File: src/rtl/hive_rbus_bridge_pkg.sv
`default_nettype none
// ============================================================================
// Module      : hive_rbus_bridge_pkg
// Description : Shared widths and sequencer state type for the register-bus
//               bridge between the core's register-access stage and its
//               peripheral targets.
// Revision    : 1.0  initial release
// ============================================================================
package hive_rbus_bridge_pkg;

  // Core datapath width and register-bus address width
  localparam int ALU_W       = 32;
  localparam int RBUS_ADDR_W = 8;

  // Transaction sequencer states
  typedef enum logic [1:0] {
    IDLE = 2'd0,
    REQ  = 2'd1,
    WAIT = 2'd2,
    DONE = 2'd3
  } rbus_st_t;

endpackage
`default_nettype wire

File: src/rtl/hive_rbus_bridge.sv
`default_nettype none
// ============================================================================
// Module      : hive_rbus_bridge
// Description : Multi-channel register-bus bridge. Accepts one read and/or
//               write from the core, decodes the upper address bits to a
//               channel, issues a one-cycle strobe, waits for that channel's
//               ack (with timeout) and returns read data with valid/error.
// Revision    : 1.0  initial release
// ============================================================================
module hive_rbus_bridge #(
  parameter int               ALU_W    = hive_rbus_bridge_pkg::ALU_W,
  parameter int               ADDR_W   = hive_rbus_bridge_pkg::RBUS_ADDR_W,
  parameter int               CH_N     = 4,
  parameter int               CH_W     = 2,
  parameter int               TMO_W    = 4,
  parameter logic [ALU_W-1:0] TMO_DATA = '0
) (
  input  logic                   clk_i,
  input  logic                   rst_i,
  input  logic                   imda_i,
  input  logic [ALU_W-1:0]       im_alu_i,
  input  logic [ALU_W-1:0]       a_i,
  input  logic [ALU_W-1:0]       b_i,
  input  logic                   reg_rd_i,
  input  logic                   reg_wr_i,
  output logic                   stall_o,
  output logic [ALU_W-1:0]       rd_data_o,
  output logic                   rd_vld_o,
  output logic                   err_o,
  output logic [CH_N-1:0]        ch_rd_o,
  output logic [CH_N-1:0]        ch_wr_o,
  output logic [ADDR_W-CH_W-1:0] ch_addr_o,
  output logic [ALU_W-1:0]       ch_wr_data_o,
  input  logic [CH_N*ALU_W-1:0]  ch_rd_data_i,
  input  logic [CH_N-1:0]        ch_ack_i
);

  import hive_rbus_bridge_pkg::*;

  localparam int SEL_LO = ADDR_W - CH_W;

  rbus_st_t              state_q, state_d;
  logic [CH_W-1:0]       sel_q, sel_d;
  logic                  rd_q, rd_d;
  logic [TMO_W-1:0]      cnt_q, cnt_d;
  logic                  stall_q, stall_d;
  logic [ALU_W-1:0]      rd_data_q, rd_data_d;
  logic                  rd_vld_q, rd_vld_d;
  logic                  err_q, err_d;
  logic [CH_N-1:0]       ch_rd_q, ch_rd_d;
  logic [CH_N-1:0]       ch_wr_q, ch_wr_d;
  logic [SEL_LO-1:0]     ch_addr_q, ch_addr_d;
  logic [ALU_W-1:0]      ch_wr_data_q, ch_wr_data_d;

  logic [ADDR_W-1:0]     req_addr;
  logic [CH_W-1:0]       req_sel;
  logic                  req_sel_ok;
  logic                  sel_ok;
  logic                  ack_sel;
  logic [ALU_W-1:0]      ch_data_sel;
  logic [TMO_W-1:0]      cnt_inc;
  logic                  fin;
  logic                  fin_err;
  logic                  unused_addr_bits;

  // Only the low ADDR_W bits of either address source reach the bus
  assign unused_addr_bits = ^{im_alu_i[ALU_W-1:ADDR_W], b_i[ALU_W-1:ADDR_W]};

  assign req_addr    = imda_i ? im_alu_i[ADDR_W-1:0] : b_i[ADDR_W-1:0];
  assign req_sel     = req_addr[ADDR_W-1 -: CH_W];
  assign req_sel_ok  = (int'(req_sel) < CH_N);
  assign sel_ok      = (int'(sel_q) < CH_N);
  // Acks from channels other than the latched one never qualify
  assign ack_sel     = sel_ok && ch_ack_i[sel_q];
  assign ch_data_sel = ch_rd_data_i[int'(sel_q)*ALU_W +: ALU_W];
  assign cnt_inc     = cnt_q + TMO_W'(1);

  // Next state and next registered outputs of the transaction sequencer
  always_comb begin
    state_d      = state_q;
    sel_d        = sel_q;
    rd_d         = rd_q;
    cnt_d        = cnt_q;
    ch_addr_d    = ch_addr_q;
    ch_wr_data_d = ch_wr_data_q;
    rd_data_d    = rd_data_q;
    ch_rd_d      = '0;
    ch_wr_d      = '0;
    rd_vld_d     = 1'b0;
    err_d        = 1'b0;
    fin          = 1'b0;
    fin_err      = 1'b0;
    unique case (state_q)
      IDLE: begin
        if (reg_rd_i || reg_wr_i) begin
          sel_d        = req_sel;
          rd_d         = reg_rd_i;
          ch_addr_d    = req_addr[SEL_LO-1:0];
          ch_wr_data_d = a_i;
          // Strobes are registered here so they appear during REQ
          if (req_sel_ok) begin
            ch_rd_d[req_sel] = reg_rd_i;
            ch_wr_d[req_sel] = reg_wr_i;
          end
          state_d = REQ;
        end
      end
      REQ: begin
        if (!sel_ok) begin
          fin     = 1'b1;
          fin_err = 1'b1;
        end else if (ack_sel) begin
          fin = 1'b1;
        end else begin
          state_d = WAIT;
          cnt_d   = '0;
        end
      end
      WAIT: begin
        // An ack in the final wait cycle still wins over the timeout
        if (ack_sel) begin
          fin = 1'b1;
        end else if (cnt_inc == '1) begin
          fin     = 1'b1;
          fin_err = 1'b1;
        end else begin
          cnt_d = cnt_inc;
        end
      end
      DONE: begin
        state_d = IDLE;
        cnt_d   = '0;
      end
      default: state_d = IDLE;
    endcase
    if (fin) begin
      state_d  = DONE;
      rd_vld_d = rd_q;
      err_d    = fin_err;
      if (rd_q) begin
        rd_data_d = fin_err ? TMO_DATA : ch_data_sel;
      end
    end
    stall_d = (state_d != IDLE);
  end

  // State, timer and all outputs are registered; reset drops any transaction
  always_ff @(posedge clk_i or posedge rst_i) begin
    if (rst_i) begin
      state_q      <= IDLE;
      sel_q        <= '0;
      rd_q         <= 1'b0;
      cnt_q        <= '0;
      stall_q      <= 1'b0;
      rd_data_q    <= '0;
      rd_vld_q     <= 1'b0;
      err_q        <= 1'b0;
      ch_rd_q      <= '0;
      ch_wr_q      <= '0;
      ch_addr_q    <= '0;
      ch_wr_data_q <= '0;
    end else begin
      state_q      <= state_d;
      sel_q        <= sel_d;
      rd_q         <= rd_d;
      cnt_q        <= cnt_d;
      stall_q      <= stall_d;
      rd_data_q    <= rd_data_d;
      rd_vld_q     <= rd_vld_d;
      err_q        <= err_d;
      ch_rd_q      <= ch_rd_d;
      ch_wr_q      <= ch_wr_d;
      ch_addr_q    <= ch_addr_d;
      ch_wr_data_q <= ch_wr_data_d;
    end
  end

  assign stall_o      = stall_q;
  assign rd_data_o    = rd_data_q;
  assign rd_vld_o     = rd_vld_q;
  assign err_o        = err_q;
  assign ch_rd_o      = ch_rd_q;
  assign ch_wr_o      = ch_wr_q;
  assign ch_addr_o    = ch_addr_q;
  assign ch_wr_data_o = ch_wr_data_q;

endmodule
`default_nettype wire

File: config.mk
export PLATFORM = sky130hd
export DESIGN_NAME = hive_rbus_bridge
export DESIGN_NICKNAME = d
export VERILOG_FILES = /design/src/rtl/hive_rbus_bridge_pkg.sv /design/src/rtl/hive_rbus_bridge.sv
export SDC_FILE = /design/constraint.sdc
export NUM_CORES = 1
export LEC_CHECK = 0
export BUFFER_PORTS_ARGS = -buffer_cell sky130_fd_sc_hd__buf_2
export CAP_MARGIN = 15
export CELL_PAD_IN_SITES_DETAIL_PLACEMENT = 1
export CELL_PAD_IN_SITES_GLOBAL_PLACEMENT = 1
export CORE_MARGIN = 8
export CORE_UTILIZATION = 33
export CTS_CLUSTER_DIAMETER = 60
export DETAILED_ROUTE_END_ITERATION = 10
export PLACE_DENSITY_LB_ADDON = 0.1
export SYNTH_ARGS = -nofsm -noshare
export SYNTH_HDL_FRONTEND = slang
export SYNTH_SLANG_ARGS = --single-unit
File: constraint.sdc
create_clock -name clk_i -period 4.7 [get_ports clk_i]
set_clock_uncertainty 0.1 [all_clocks]
set_input_delay 0.235 -clock clk_i [delete_from_list [all_inputs] [get_ports clk_i]]
set_output_delay 0.235 -clock clk_i [all_outputs]
set_load 0.02 [all_outputs]
==> impl_metrics.ini <==
[synthesis]
synthFlopType = dfrtp_1
avgSynthCellArea_um2 = 14.9
synth_cells = 298
yosys_register_bits = 90
synth_nets = 536
synthArstFlopShare_pct = 100
synth_edf_count = 0
seq_area_frac_synth_pct = 50.7
synth_cell_types = 38
yosys_warnings = 0
synthesis.area_um2 = 4440

[place]
place_hpwl_mm = 11.8
port_buffers = 265
dp_cells = 720
globalplace.congestion = 0.783
post-place-ws_ns = 1.96

[power]
p_total_mw = 4.00
p_leak_nw = 3.25
vdd_drop_max_mv = 0.267
p_per_area_nw_per_um2 = 626

[global_routing]
track_usage_pct = 17.4
overflow = 0
antenna_found_initial = 0
grt_pass1_vias = 4269
grt_max_degree = 65
grt_pass1_wl_mm = 23.9

[drt]
drc = 0
ant_nets = 0
wl_per_cell_um = 19.6
vias_per_cell = 4.84
first_iter_violations = 109
drt-pass1-iter-count = 4
vias = 3691
wirelength_mm = 15.0

[cts]
cts_max_path_buffers = 2
clock_latency_ns = 0.34
cts.sinks = 90
htree_num_levels = 3
clk_pin_slew_ns = 0.06
cts_resized = 0
root_buffer = clkbuf_16
tritoncts = built
numCtsBuffers = 9

[timing]
setup_ws_ns = 1.99
slew_viol_final = 0
post-route-period-util_pct = 57.6
worstMarginPinSlew_ns = 0.916
hold_violations = 0
fmax_ghz = 0.370
min_period_ns = 2.71
rsz0062_at_grt = no
maxSlewHeadroom_pct = 38.9
fin_setup_tns_ns = 0
finalSetupViolCount = 0

[outcome]
status = finished clean

[layout]
fillers = 1439
n_antenna_cell = 0
nets = 820
post-route-util_pct = 48.4
final_cell_mix = 265 x buf_2, 89 x dfrtp_1, 34 x mux2_1, 32 x a22o_1, 30 x mux4_2
layout_commonest_cell = buf_2
syn_to_final_growth_pct = 43.9
layout-drive-gt1-share_pct = 55.5
stdcell_count = 763

[critical_path]
worst-setup-path-type = register to register
crit_required_ns = 4.87
cp-start-kind = register
end_kind = register
r2r_setup_slack_ns = 1.99
arrival_ns = 2.88
path_max_fanout = 33

[hold_path]
hp-class = input pin to register

[flow_run]
drv_cap = 0

[floorplan]
num_io_pins = 314
initial_core_util_pct = 33.7
die_h_um = 132
core-area_um2 = 13200
dieArea_um2 = 17400
die_w_um = 132
rows = 42
where the power goes:
part,leakage [nW],switching [mW],internal [mW]
clock,0.131,0.302,0.373
combinational,2.00,1.12,0.893
sequential,1.12,0.195,1.11
total,3.25,1.62,2.38
state kept, by name, summed over array words and instances (netlist names), 2 cells and up:
name          count
rd_data_o        32
ch_wr_o           4
sel_q             2
state_q           2
ch_rd_o           4
ch_addr_o         6
ch_wr_data_o     32
cnt_q             4
area by class of cell:
| type | count | area (um2) | share of cell area (%) |
|---|---|---|---|
| flip-flops and latches | 90 | 2250 | 35.3 |
| multi-input cells | 177 | 1980 | 30.9 |
| repair buffers | 296 | 1630 | 25.5 |
| clock buffers | 10 | 239 | 3.74 |
| well taps | 176 | 220 | 3.45 |
| clock inverters | 6 | 41.3 | 0.646 |
| inverters | 8 | 32.5 | 0.509 |
repair_timing:
action                     4_1_cts  5_1_grt
hold buffers                    27        0
hold endpoints to repair        89        0
setup buffers                    0        0
setup endpoints to repair        0        0
path summary, 6_finish.rpt:
path	cells past startpoint	startpoint	end
min in group asynchronous	3	rst_i	rd_data_o[18]$_DFFE_PP0P_
min	2	a_i[10]	ch_wr_data_o[10]$_DFFE_PP0P_
max	4	sel_q[1]$_DFFE_PP0P_	rd_data_o[23]$_DFFE_PP0P_
min reg2reg	1	ch_wr_data_o[3]$_DFFE_PP0P_	ch_wr_data_o[3]$_DFFE_PP0P_
max reg2reg	4	sel_q[1]$_DFFE_PP0P_	rd_data_o[23]$_DFFE_PP0P_
max in group asynchronous	4	rst_i	sel_q[0]$_DFFE_PP0P_
worst max-delay path, cell delays in order (launching register included):
cell and delay [ns]:
dfrtp_1 0.89, mux2i_1 0.38, o22ai_2 0.18, a22oi_4 0.79, a22o_1 0.28
through the flow:
step           cell area [um2]  hold slack, ns
6_report                  6390          0.0140
3_3_place_gp              5840           0.343
2_1_floorplan             4440           0.267
5_1_grt                   6390         0.00794
3_5_place_dp              5840           0.348
4_1_cts                   6390         0.00342
metal layers:
metal  vias to the layer above  GRT usage, %  routed length, um
met5                         -             0                  0
met4                         0          4.79                161
met3                        13          6.71               1280
met2                       162          30.6               7630
met1                      1819          19.1               5890
li1                       1697             -                  -
cell families (layout without fill, tap and decap cells):
kind of cell             count (synthesis)  after routing  synth area share [%]
multiplexers                            80             80                  28.7
buffers and inverters                   31            320                  5.02
AND/OR/NAND/NOR                         38             38                  4.14
XOR/XNOR                                 1              1                 0.197
AO/OA/AOI/OAI                           53             53                  9.86
flip-flops                              90             90                  50.7
adder cells (fa/ha/maj)                  5              5                  1.41
cells in the mapped netlist (5+ instances only):
| cell | n | area, um2 |
|---|---|---|
| nand2_1 | 15 | 56.3 |
| mux2_1 | 34 | 383 |
| mux4_2 | 30 | 676 |
| a22o_1 | 32 | 280 |
| buf_2 | 10 | 50.1 |
| ha_1 | 5 | 62.6 |
| inv_1 | 7 | 26.3 |
| dfrtp_1 | 90 | 2250 |
| mux2i_1 | 11 | 110 |
| nor2_1 | 8 | 30.0 |
| o21ai_1 | 8 | 40.0 |
| buf_6 | 6 | 67.6 |
No activity file was read; power rests on OpenSTA's default activity.
